$ cat config.mk
export PLATFORM = sky130hd
export DESIGN_NAME = vga_capture_monitor
export DESIGN_NICKNAME = d
export VERILOG_FILES = /design/src/rtl/vga_capture_monitor.sv
export SDC_FILE = /design/constraint.sdc
export NUM_CORES = 1
export LEC_CHECK = 0
export CELL_PAD_IN_SITES_DETAIL_PLACEMENT = 0
export CELL_PAD_IN_SITES_GLOBAL_PLACEMENT = 1
export CORE_MARGIN = 10
export CORE_UTILIZATION = 40
export CTS_BUF_LIST = sky130_fd_sc_hd__clkbuf_16
export CTS_CLUSTER_SIZE = 16
export DETAILED_ROUTE_END_ITERATION = 8
export GPL_TIMING_DRIVEN = 0
export MAX_ROUTING_LAYER = met4
export PLACE_DENSITY_LB_ADDON = 0.15
export SYNTH_ARGS = -nofsm -noshare
export SYNTH_HDL_FRONTEND = slang
export SYNTH_SLANG_ARGS = --single-unit
$ cat constraint.sdc
create_clock -name clk -period 3.7 [get_ports clk]
set_input_delay 1.11 -clock clk [delete_from_list [all_inputs] [get_ports clk]]
set_output_delay 1.11 -clock clk [all_outputs]
set_load 0.01 [all_outputs]
$ cat src/rtl/vga_capture_monitor.sv
// VGA capture monitor: measures hsync/vsync timing, locks after LOCK_FRAMES good frames
// and emits pixel coordinates/colours. Optional per-frame CRC via VGA_MON_CRC_EN.
module vga_capture_monitor #(
    parameter int H_ACTIVE        = 640,
    parameter int H_SYNC_START    = 656,
    parameter int H_TOTAL         = 800,
    parameter int V_ACTIVE        = 480,
    parameter int V_SYNC_START    = 490,
    parameter int V_TOTAL         = 525,
    parameter int LOCK_FRAMES     = 2,
    parameter int SYNC_ACTIVE_LOW = 1
) (
    input  logic        clk,
    input  logic        reset,
    input  logic        hsync,
    input  logic        vsync,
    input  logic [1:0]  vga_r,
    input  logic [1:0]  vga_g,
    input  logic [1:0]  vga_b,
    output logic        locked,
    output logic        pix_valid,
    output logic [9:0]  pix_x,
    output logic [9:0]  pix_y,
    output logic [1:0]  pix_r,
    output logic [1:0]  pix_g,
    output logic [1:0]  pix_b,
    output logic        frame_done,
    output logic        lost_lock,
    output logic [7:0]  err_count,
    output logic [15:0] frame_crc
);

    typedef enum logic [1:0] {SEARCH, MEASURE, LOCKED} state_t;

    localparam logic        INACT   = (SYNC_ACTIVE_LOW != 0);
    localparam logic [9:0]  H_SS    = 10'(H_SYNC_START);
    localparam logic [9:0]  H_LAST  = 10'(H_TOTAL - 1);
    localparam logic [9:0]  H_ACT   = 10'(H_ACTIVE);
    localparam logic [9:0]  V_SS    = 10'(V_SYNC_START);
    localparam logic [9:0]  V_LAST  = 10'(V_TOTAL - 1);
    localparam logic [9:0]  V_ACT   = 10'(V_ACTIVE);
    localparam logic [11:0] H_TOT12 = 12'(H_TOTAL);
    localparam logic [11:0] V_TOT12 = 12'(V_TOTAL);
    localparam logic [7:0]  LOCK_N  = 8'(LOCK_FRAMES);

    logic       hs_q, vs_q, hs_prev_q, vs_prev_q;
    logic [5:0] rgb_q, rgb2_q;

    // Sync registers reset to the inactive level so reset release never looks like an edge.
    always_ff @(posedge clk) begin
        if (reset) begin
            hs_q      <= INACT;
            vs_q      <= INACT;
            hs_prev_q <= INACT;
            vs_prev_q <= INACT;
            rgb_q     <= '0;
            rgb2_q    <= '0;
        end else begin
            hs_q      <= hsync;
            vs_q      <= vsync;
            hs_prev_q <= hs_q;
            vs_prev_q <= vs_q;
            rgb_q     <= {vga_r, vga_g, vga_b};
            rgb2_q    <= rgb_q;
        end
    end

    logic h_edge, v_edge;
    assign h_edge = (hs_prev_q == INACT) && (hs_q != INACT);
    assign v_edge = (vs_prev_q == INACT) && (vs_q != INACT);

    logic [9:0]  h_cnt_q, h_cnt_d, v_cnt_q, v_cnt_d;
    logic [11:0] len_q, len_d, lines_q, lines_d, lines_meas;
    logic        have_h_q, have_h_d, have_v_q, have_v_d;
    logic        lerr_seen_q, lerr_seen_d;
    logic [7:0]  err_q, err_d;
    logic        h_wrap, line_err, frame_err, frame_bad, err_evt;
    state_t      state_q, state_d;
    logic [7:0]  good_q, good_d;
    logic        lost_lock_q, lost_lock_d, frame_done_q, frame_done_d;

    assign h_wrap     = !h_edge && (h_cnt_q == H_LAST);
    assign lines_meas = lines_q + 12'(h_edge);
    assign line_err   = h_edge && have_h_q && ((len_q + 12'd1) != H_TOT12);
    assign frame_err  = v_edge && have_v_q && (lines_meas != V_TOT12);
    assign frame_bad  = line_err || frame_err || lerr_seen_q;
    assign err_evt    = (line_err || frame_err) && (state_q != SEARCH);

    always_comb begin
        h_cnt_d = h_edge ? H_SS : (h_wrap ? 10'd0 : h_cnt_q + 10'd1);
        v_cnt_d = v_cnt_q;
        if (v_edge)
            v_cnt_d = V_SS;
        else if (h_wrap)
            v_cnt_d = (v_cnt_q == V_LAST) ? 10'd0 : v_cnt_q + 10'd1;
        // Measurement counters saturate so a missing sync cannot alias to a legal length.
        len_d       = h_edge ? 12'd0 : ((len_q == 12'hFFF) ? len_q : len_q + 12'd1);
        lines_d     = v_edge ? 12'd0 : ((lines_meas < lines_q) ? lines_q : lines_meas);
        have_h_d    = have_h_q || h_edge;
        have_v_d    = have_v_q || v_edge;
        lerr_seen_d = v_edge ? 1'b0 : (lerr_seen_q || line_err);
        err_d       = (err_evt && err_q != 8'hFF) ? err_q + 8'd1 : err_q;
    end

    always_ff @(posedge clk) begin
        if (reset) begin
            h_cnt_q     <= '0;
            v_cnt_q     <= '0;
            len_q       <= '0;
            lines_q     <= '0;
            have_h_q    <= 1'b0;
            have_v_q    <= 1'b0;
            lerr_seen_q <= 1'b0;
            err_q       <= '0;
        end else begin
            h_cnt_q     <= h_cnt_d;
            v_cnt_q     <= v_cnt_d;
            len_q       <= len_d;
            lines_q     <= lines_d;
            have_h_q    <= have_h_d;
            have_v_q    <= have_v_d;
            lerr_seen_q <= lerr_seen_d;
            err_q       <= err_d;
        end
    end

    // FSM: state register
    always_ff @(posedge clk) begin
        if (reset) begin
            state_q      <= SEARCH;
            good_q       <= '0;
            lost_lock_q  <= 1'b0;
            frame_done_q <= 1'b0;
        end else begin
            state_q      <= state_d;
            good_q       <= good_d;
            lost_lock_q  <= lost_lock_d;
            frame_done_q <= frame_done_d;
        end
    end

    // FSM: next state
    always_comb begin
        state_d = state_q;
        good_d  = good_q;
        case (state_q)
            SEARCH: begin
                if (v_edge) begin
                    state_d = MEASURE;
                    good_d  = '0;
                end
            end
            MEASURE: begin
                if (v_edge) begin
                    if (frame_bad) begin
                        good_d = '0;
                    end else if (good_q + 8'd1 >= LOCK_N) begin
                        state_d = LOCKED;
                        good_d  = '0;
                    end else begin
                        good_d = good_q + 8'd1;
                    end
                end
            end
            LOCKED: begin
                if (line_err || frame_err) begin
                    state_d = SEARCH;
                    good_d  = '0;
                end
            end
            default: begin
                state_d = SEARCH;
                good_d  = '0;
            end
        endcase
    end

    // FSM: outputs
    always_comb begin
        locked       = (state_q == LOCKED);
        lost_lock_d  = locked && (line_err || frame_err);
        frame_done_d = locked && v_edge && !(line_err || frame_err);
    end

    assign pix_valid  = locked && (h_cnt_q < H_ACT) && (v_cnt_q < V_ACT);
    assign pix_x      = h_cnt_q;
    assign pix_y      = v_cnt_q;
    assign pix_r      = pix_valid ? rgb2_q[5:4] : 2'd0;
    assign pix_g      = pix_valid ? rgb2_q[3:2] : 2'd0;
    assign pix_b      = pix_valid ? rgb2_q[1:0] : 2'd0;
    assign frame_done = frame_done_q;
    assign lost_lock  = lost_lock_q;
    assign err_count  = err_q;

`ifdef VGA_MON_CRC_EN
    logic [15:0] crc_q, crc_acc, frame_crc_q;
    logic [5:0]  sym;

    // CRC-16-CCITT, one 6-bit symbol per visible pixel, MSB first.
    always_comb begin
        sym     = {pix_r, pix_g, pix_b};
        crc_acc = crc_q;
        if (pix_valid) begin
            for (int i = 5; i >= 0; i--) begin
                if (crc_acc[15] ^ sym[i])
                    crc_acc = {crc_acc[14:0], 1'b0} ^ 16'h1021;
                else
                    crc_acc = {crc_acc[14:0], 1'b0};
            end
        end
    end

    always_ff @(posedge clk) begin
        if (reset) begin
            crc_q       <= 16'hFFFF;
            frame_crc_q <= '0;
        end else if (frame_done_d) begin
            frame_crc_q <= crc_acc;
            crc_q       <= 16'hFFFF;
        end else if (!locked) begin
            crc_q       <= 16'hFFFF;
        end else begin
            crc_q       <= crc_acc;
        end
    end

    assign frame_crc = frame_crc_q;
`else
    assign frame_crc = '0;
`endif

endmodule
== After elaboration in Yosys (flattened, before gate mapping) ==
Cells that the tools add are included.
Storage, ports and cells
  register bits after elaboration: 83
  output and inout port bits: 54
  bits of input ports: 10
Operators by class
  eq/ne operators: 13
  $add $sub $neg: 6
  bitwise operators: 2
  $lt $le $gt $ge: 4
  multiplexer cells: 20
  reduce and logical (&&, ||, !) cells: 29
Operators by type and width (number)
  two-way mux 8 bit: 5
  two-way mux 10 bit: 3
  != test 12 x 10 -> 1 bit, second input constant: 2
  case mux 8 bit (3 select lines): 1
  adder 10 x 1 -> 10 bit, second input constant: 2
  == test 10 bit, second input constant: 2
  two-way mux 9 bit: 2
  adder 8 x 1 -> 8 bit, second input constant: 2
  two-way mux 2 bit: 8
  logical AND 1 bit: 14
  adder 12 x 1 -> 12 bit: 1
  adder 12 x 1 -> 12 bit, second input constant: 1
  == test 12 bit, second input constant: 1
  < comparator 12 bit: 1
  < comparator 10 bit, second input constant: 1
  < comparator 10 x 9 -> 1 bit, second input constant: 1
  >= comparator 8 x 2 -> 1 bit, second input constant: 1
  != test 2 bit, second input constant: 4
  != test 8 bit, second input constant: 1
  case mux 2 bit (3 select lines): 1
  logical OR 1 bit: 5
  AND reduction 5 bit: 1
  nonzero test 2 bit: 2
  OR reduction 2 bit: 2
  other kinds (8): 10

== Longest topological paths before layout ==
  depth after elaboration: 10
  gate-level depth with buffers: 17

== Least setup slack after synthesis ==
Ideal clock, no wire load.
  kind: register -> register
  from: register hs_prev_q
  to: register err_q[2] (netlist: err_count[2])
  arrival time: 3.269 ns
  library setup time: 0.121 ns
  required time: 3.579 ns
  slack: 0.310 ns
  period minus slack after synthesis: 3.390 ns
  stages on the path, launching flop included: 15
  buffers on the path: 1
  cells stage by stage: dfxtp_1 -> nor2b_1 -> clkbuf_1 -> ha_1 -> ha_1 -> and3_1 -> and3_1 -> ha_1 -> inv_1 -> or4b_2 -> nor3_1 -> a31oi_1 -> a31oi_4 -> nor3b_1 -> mux2_4
On the way
  longest elaborated chain between the ends: 7
Ends and longest elaborated chain
  from (decl): RTL line 46  | logic hs_q, vs_q, hs_prev_q, vs_prev_q;
  from (signal assigned): RTL line 61  | hs_prev_q <= hs_q;
  logical AND 1 bit (*): RTL line 69  | assign h_edge = (hs_prev_q == INACT) && (hs_q != INACT);
  adder 12 x 1 -> 12 bit: RTL line 83  | assign lines_meas = lines_q + 12'(h_edge);
  != test 12 x 10 -> 1 bit: RTL line 85  | assign frame_err = v_edge && have_v_q && (lines_meas != V_TOT12);
  logical AND 1 bit: RTL line 85
  logical OR 1 bit (*): RTL line 87  | assign err_evt = (line_err || frame_err) && (state_q != SEARCH);
  logical AND 1 bit (*): RTL line 87
  logical AND 1 bit (*): RTL line 102  | err_d = (err_evt && err_q != 8'hFF) ? err_q + 8'd1 : err_q;
  to (signal assigned): RTL line 123  | err_q <= err_d;
  to (decl): RTL line 76  | logic [7:0] err_q, err_d;
Mark *: on every way between the ends. The rest lies on a longest branch, timed or not.
A chain may end at the register's enable or synchronous reset.

== Worst setup path in the final report ==
  from: register hs_q
  to: register err_q[0] (netlist: err_count[0])
On the way
  longest elaborated chain between the ends: 8
Ends and longest elaborated chain
  from (decl): RTL line 46
  from (signal assigned): RTL line 59  | hs_q <= hsync;
  inverter 1 bit (*): RTL line 69
  logical AND 1 bit (*): RTL line 69
  adder 12 x 1 -> 12 bit: RTL line 83
  != test 12 x 10 -> 1 bit: RTL line 85
  logical AND 1 bit: RTL line 85
  logical OR 1 bit (*): RTL line 87
  logical AND 1 bit (*): RTL line 87
  logical AND 1 bit (*): RTL line 102
Marked as above.

==> results.toml <==
[sta]
fmax_mhz = 291
max_slew.worst_pin.slew_ns = 1.04
setup_viol = 0
rsz0062_at_grt = "false"
fin_skew_ns = 0.00760
final_max_slew_viol_count = 0
slew_headroom = 0.297
finalCritPeriodShare = 0.928
hold_violations = 0
period_needed_ns = 3.43

[power]
power_frac_comb = 0.208
p_seq_frac = 0.427
total_power_mw = 2.29
clockPowerShare = 0.365
ir_drop_v = 0.000259
swShare = 0.300
p_int_mw = 1.60
p_leak_nw = 1.99
power.density_nw_per_um2 = 435
power_switching_uw = 687

[clock_tree]
cts.path.max_buffers = 2
cts_buffers = 9
cts.sinks = 83
root_buffer = "clkbuf_16"
h-tree-depth = 3
clock_latency_ns = 0.34
cts_tree = "yes"
path_clk_slew_ns = 0.06

[final_layout]
nets = 597
drive_gt1_frac = 0.109
nFillCells = 970
area_growth_pct = 24.2
final_cells = 713
diodes = 0

[worst_setup_path]
worst_setup_path_start_kind = "register"
end_kind = "register"
rr_endpoint = "err_count[0]"
crit_type = "register to register"
reg2reg_slack_ns = 0.27
r2r-start = "hs_q"
r2r_cells = 14
crit_fanout = 9
arrival_ns = 3.65
required_ns = 3.92

[synthesis]
synth_fa_ha_area_frac = 0.0443
synth_top_family_by_area = "simple AND/OR/NAND/NOR gates"
synth_warnings = 0
synth_area_leaders = "dfxtp_1 (39%), nor2_1 (5.7%), ha_1 (4.4%)"
dominantRegCellSynth = "dfxtp_1"
synth_area_um2 = 4230
synthArstFlopShare = 0
synth_area_leader_cell = "dfxtp_1"
synth_simple_gate_area_frac = 0.280
synth.area.mux_share = 0.0204
synth_compound_area_frac = 0.148
ys_types = 62
postSynthAreaPerCell_um2 = 8.52
synth_edf_count = 0
seq_area_frac_synth = 0.393
synth_top_area_share = 0.393
syn_inst = 497
ys_ff_latch = 83
yosys.area_share.xor_xnor = 0.0476

[worst_hold_path]
min_path_cells = 1
hp-class = "register to register"
whs_endpoint = "rgb2_q[3]"
hold_path.startpoint = "rgb_q[3]"

[detailed_routing]
vias = 3605
wl_per_cell_um = 13.5
ant_nets = 0
wirelength_mm = 9.61
drc_errors = 0
firstDrtPassIters = 4
drt-initial-drc-count = 185
routed_via_density = 5.06

[floorplanning]
io_pins = 64
chipWidth_um = 123
die_area_um2 = 15100
die_y_um = 123
rows = 37
start_util = 0.410
core_um2 = 10300

[global_route]
antenna_found_initial = 0
grt_pass1_vias = 3363
grtUsageTotal = 0.135
grt_max_degree = 16
grt_pass1_wl_mm = 16.2
grt-ovfl-total = 0

[status]
status = "finished clean"

[placement]
gp_congestion = 0.796
place_hpwl_mm = 7.12
port_buffers = 46
dp.cells = 694

[flow_run]
maxCapViolations = 0
## synthesized netlist by cell type (2+ instances only)
| cell | count |
|---|---|
| dfxtp_1 | 83 |
| nor2_1 | 64 |
| a21oi_1 | 32 |
| nor2b_1 | 25 |
| nand2_1 | 24 |
| nand3_1 | 20 |
| inv_1 | 19 |
| o21ai_0 | 19 |
| buf_4 | 16 |
| ha_1 | 15 |
| clkbuf_1 | 14 |
| xnor2_1 | 14 |
| nand4_1 | 11 |
| and2_1 | 10 |
| nand2b_1 | 10 |
| and3_1 | 9 |
| xor2_1 | 9 |
| or3_1 | 8 |
| nor3_1 | 7 |
| a31oi_1 | 6 |
| mux2i_1 | 6 |
| or2_2 | 6 |
| or4_1 | 6 |
| buf_2 | 5 |
| a211oi_1 | 4 |
| o31ai_1 | 4 |
| and4_1 | 3 |
| nor4_1 | 3 |
| o311ai_0 | 3 |
| a22oi_1 | 2 |
| a31o_2 | 2 |
| a31oi_4 | 2 |
| nand4_2 | 2 |
| nor3b_1 | 2 |
| nor4b_1 | 2 |
| o2111ai_1 | 2 |
| o21ba_1 | 2 |
| o41a_1 | 2 |
## placed cells by master, fill, tap and decap left out, types with 11 or more instances in the layout
master | synthesis | layout
dfxtp_1 | 83 | 83
nor2_1 | 64 | 64
clkdlybuf4s50_1 | 0 | 46
a21oi_1 | 32 | 32
nand2_1 | 24 | 24
nor2b_1 | 25 | 24
inv_1 | 19 | 20
nand3_1 | 20 | 20
buf_4 | 16 | 20
o21ai_0 | 19 | 19
conb_1 | 1 | 16
ha_1 | 15 | 15
xnor2_1 | 14 | 14
clkbuf_1 | 14 | 13
nand4_1 | 11 | 11
## cell families (layout without fill, tap and decap cells)
logic type | count (synthesis) | in the layout
simple gates | 221 | 221
compound gates | 91 | 91
flops | 83 | 83
buf+inv | 55 | 120
xor+xnor | 23 | 23
fa+ha+maj | 15 | 15
mux | 8 | 8
other cells | 1 | 16
## through the flow
stage / util / setup WS (ns) / setup TNS, ns / hold slack (ns) / area [um2]
final: 0.509 / 0.268 / 0 / 0.437 / 5260
after global placement: 0.477 / -0.0767 / -0.852 / 0.415 / 4920
after CTS: 0.506 / 0.0320 / 0 / 0.440 / 5220
after global routing: 0.509 / 0.0950 / 0 / 0.464 / 5260
after floorplan: - / 0.310 / 0 / 0.414 / 4290
after detailed placement: 0.477 / -0.123 / -1.38 / 0.434 / 4920
## power by group through the flow
stage	clock network (mW)	registers [mW]	logic (mW)
2_1_floorplan	0	0.990	0.347
3_3_place_gp	0	0.994	0.459
3_5_place_dp	0	0.996	0.463
4_1_cts	0.862	0.976	0.477
5_1_grt	0.897	0.983	0.533
6_report	0.836	0.976	0.476
## worst max-delay path, cell delays in order (launching register included)
cell and delay [ns]:
dfxtp_1 0.37, nor2b_4 0.08, ha_1 0.18, ha_1 0.21, and3_1 0.20, and3_1 0.22, ha_1 0.32, inv_1 0.06
or4b_2 0.61, nor3_1 0.21, a31oi_1 0.16, a31oi_4 0.19, buf_12 0.15, nor2_2 0.05, mux2_1 0.32
## worst max-delay path by stage
stage	cells after the start	startpoint	end
after global routing	14	hs_q	err_count[0]
after detailed placement	16	hs_prev_q	lines_q[2]
after global placement	16	hs_prev_q	lines_q[4]
final	14	hs_q	err_count[0]
after CTS	15	hs_prev_q	err_count[0]
after floorplan	14	hs_prev_q	err_count[2]
## registers in the layout, indices dropped and copies added, names as in the netlist, 2 cells and up
signal	count
state_q	2
rgb_q	6
lines_q	12
good_q	8
rgb2_q	6
pix_x	10
err_count	8
len_q	12
pix_y	10
## what timing repair did
action,CTS,global route
setup buffers,1,3
endpoints found under the setup margin,24,30
gates resized for setup,2,4
hold buffers,0,0
## layer usage
metal / wire [um] / global-route usage / vias to the layer above / share of wire
li1: - / - / 1872 / -
met1: 4780 / 0.179 / 1646 / 0.50
met2: 4110 / 0.191 / 79 / 0.43
met3: 641 / 0.0395 / 8 / 0.067
met4: 85 / 0.0420 / 0 / 0.0088
met5: 0 / - / - / 0
## final cells by class
cell class / count / area (um2) / share of cell area
Inverter: 19 / 71.3 / 0.0136
Timing Repair Buffer: 50 / 503 / 0.0957
Buffer: 35 / 208 / 0.0395
Sequential cell: 83 / 1660 / 0.316
Tap cell: 136 / 170 / 0.0324
Clock buffer: 9 / 225 / 0.0428
Multi-Input combinational cell: 374 / 2360 / 0.450
Clock inverter: 7 / 52.6 / 0.0100
No activity file was read; power rests on OpenSTA's default activity.
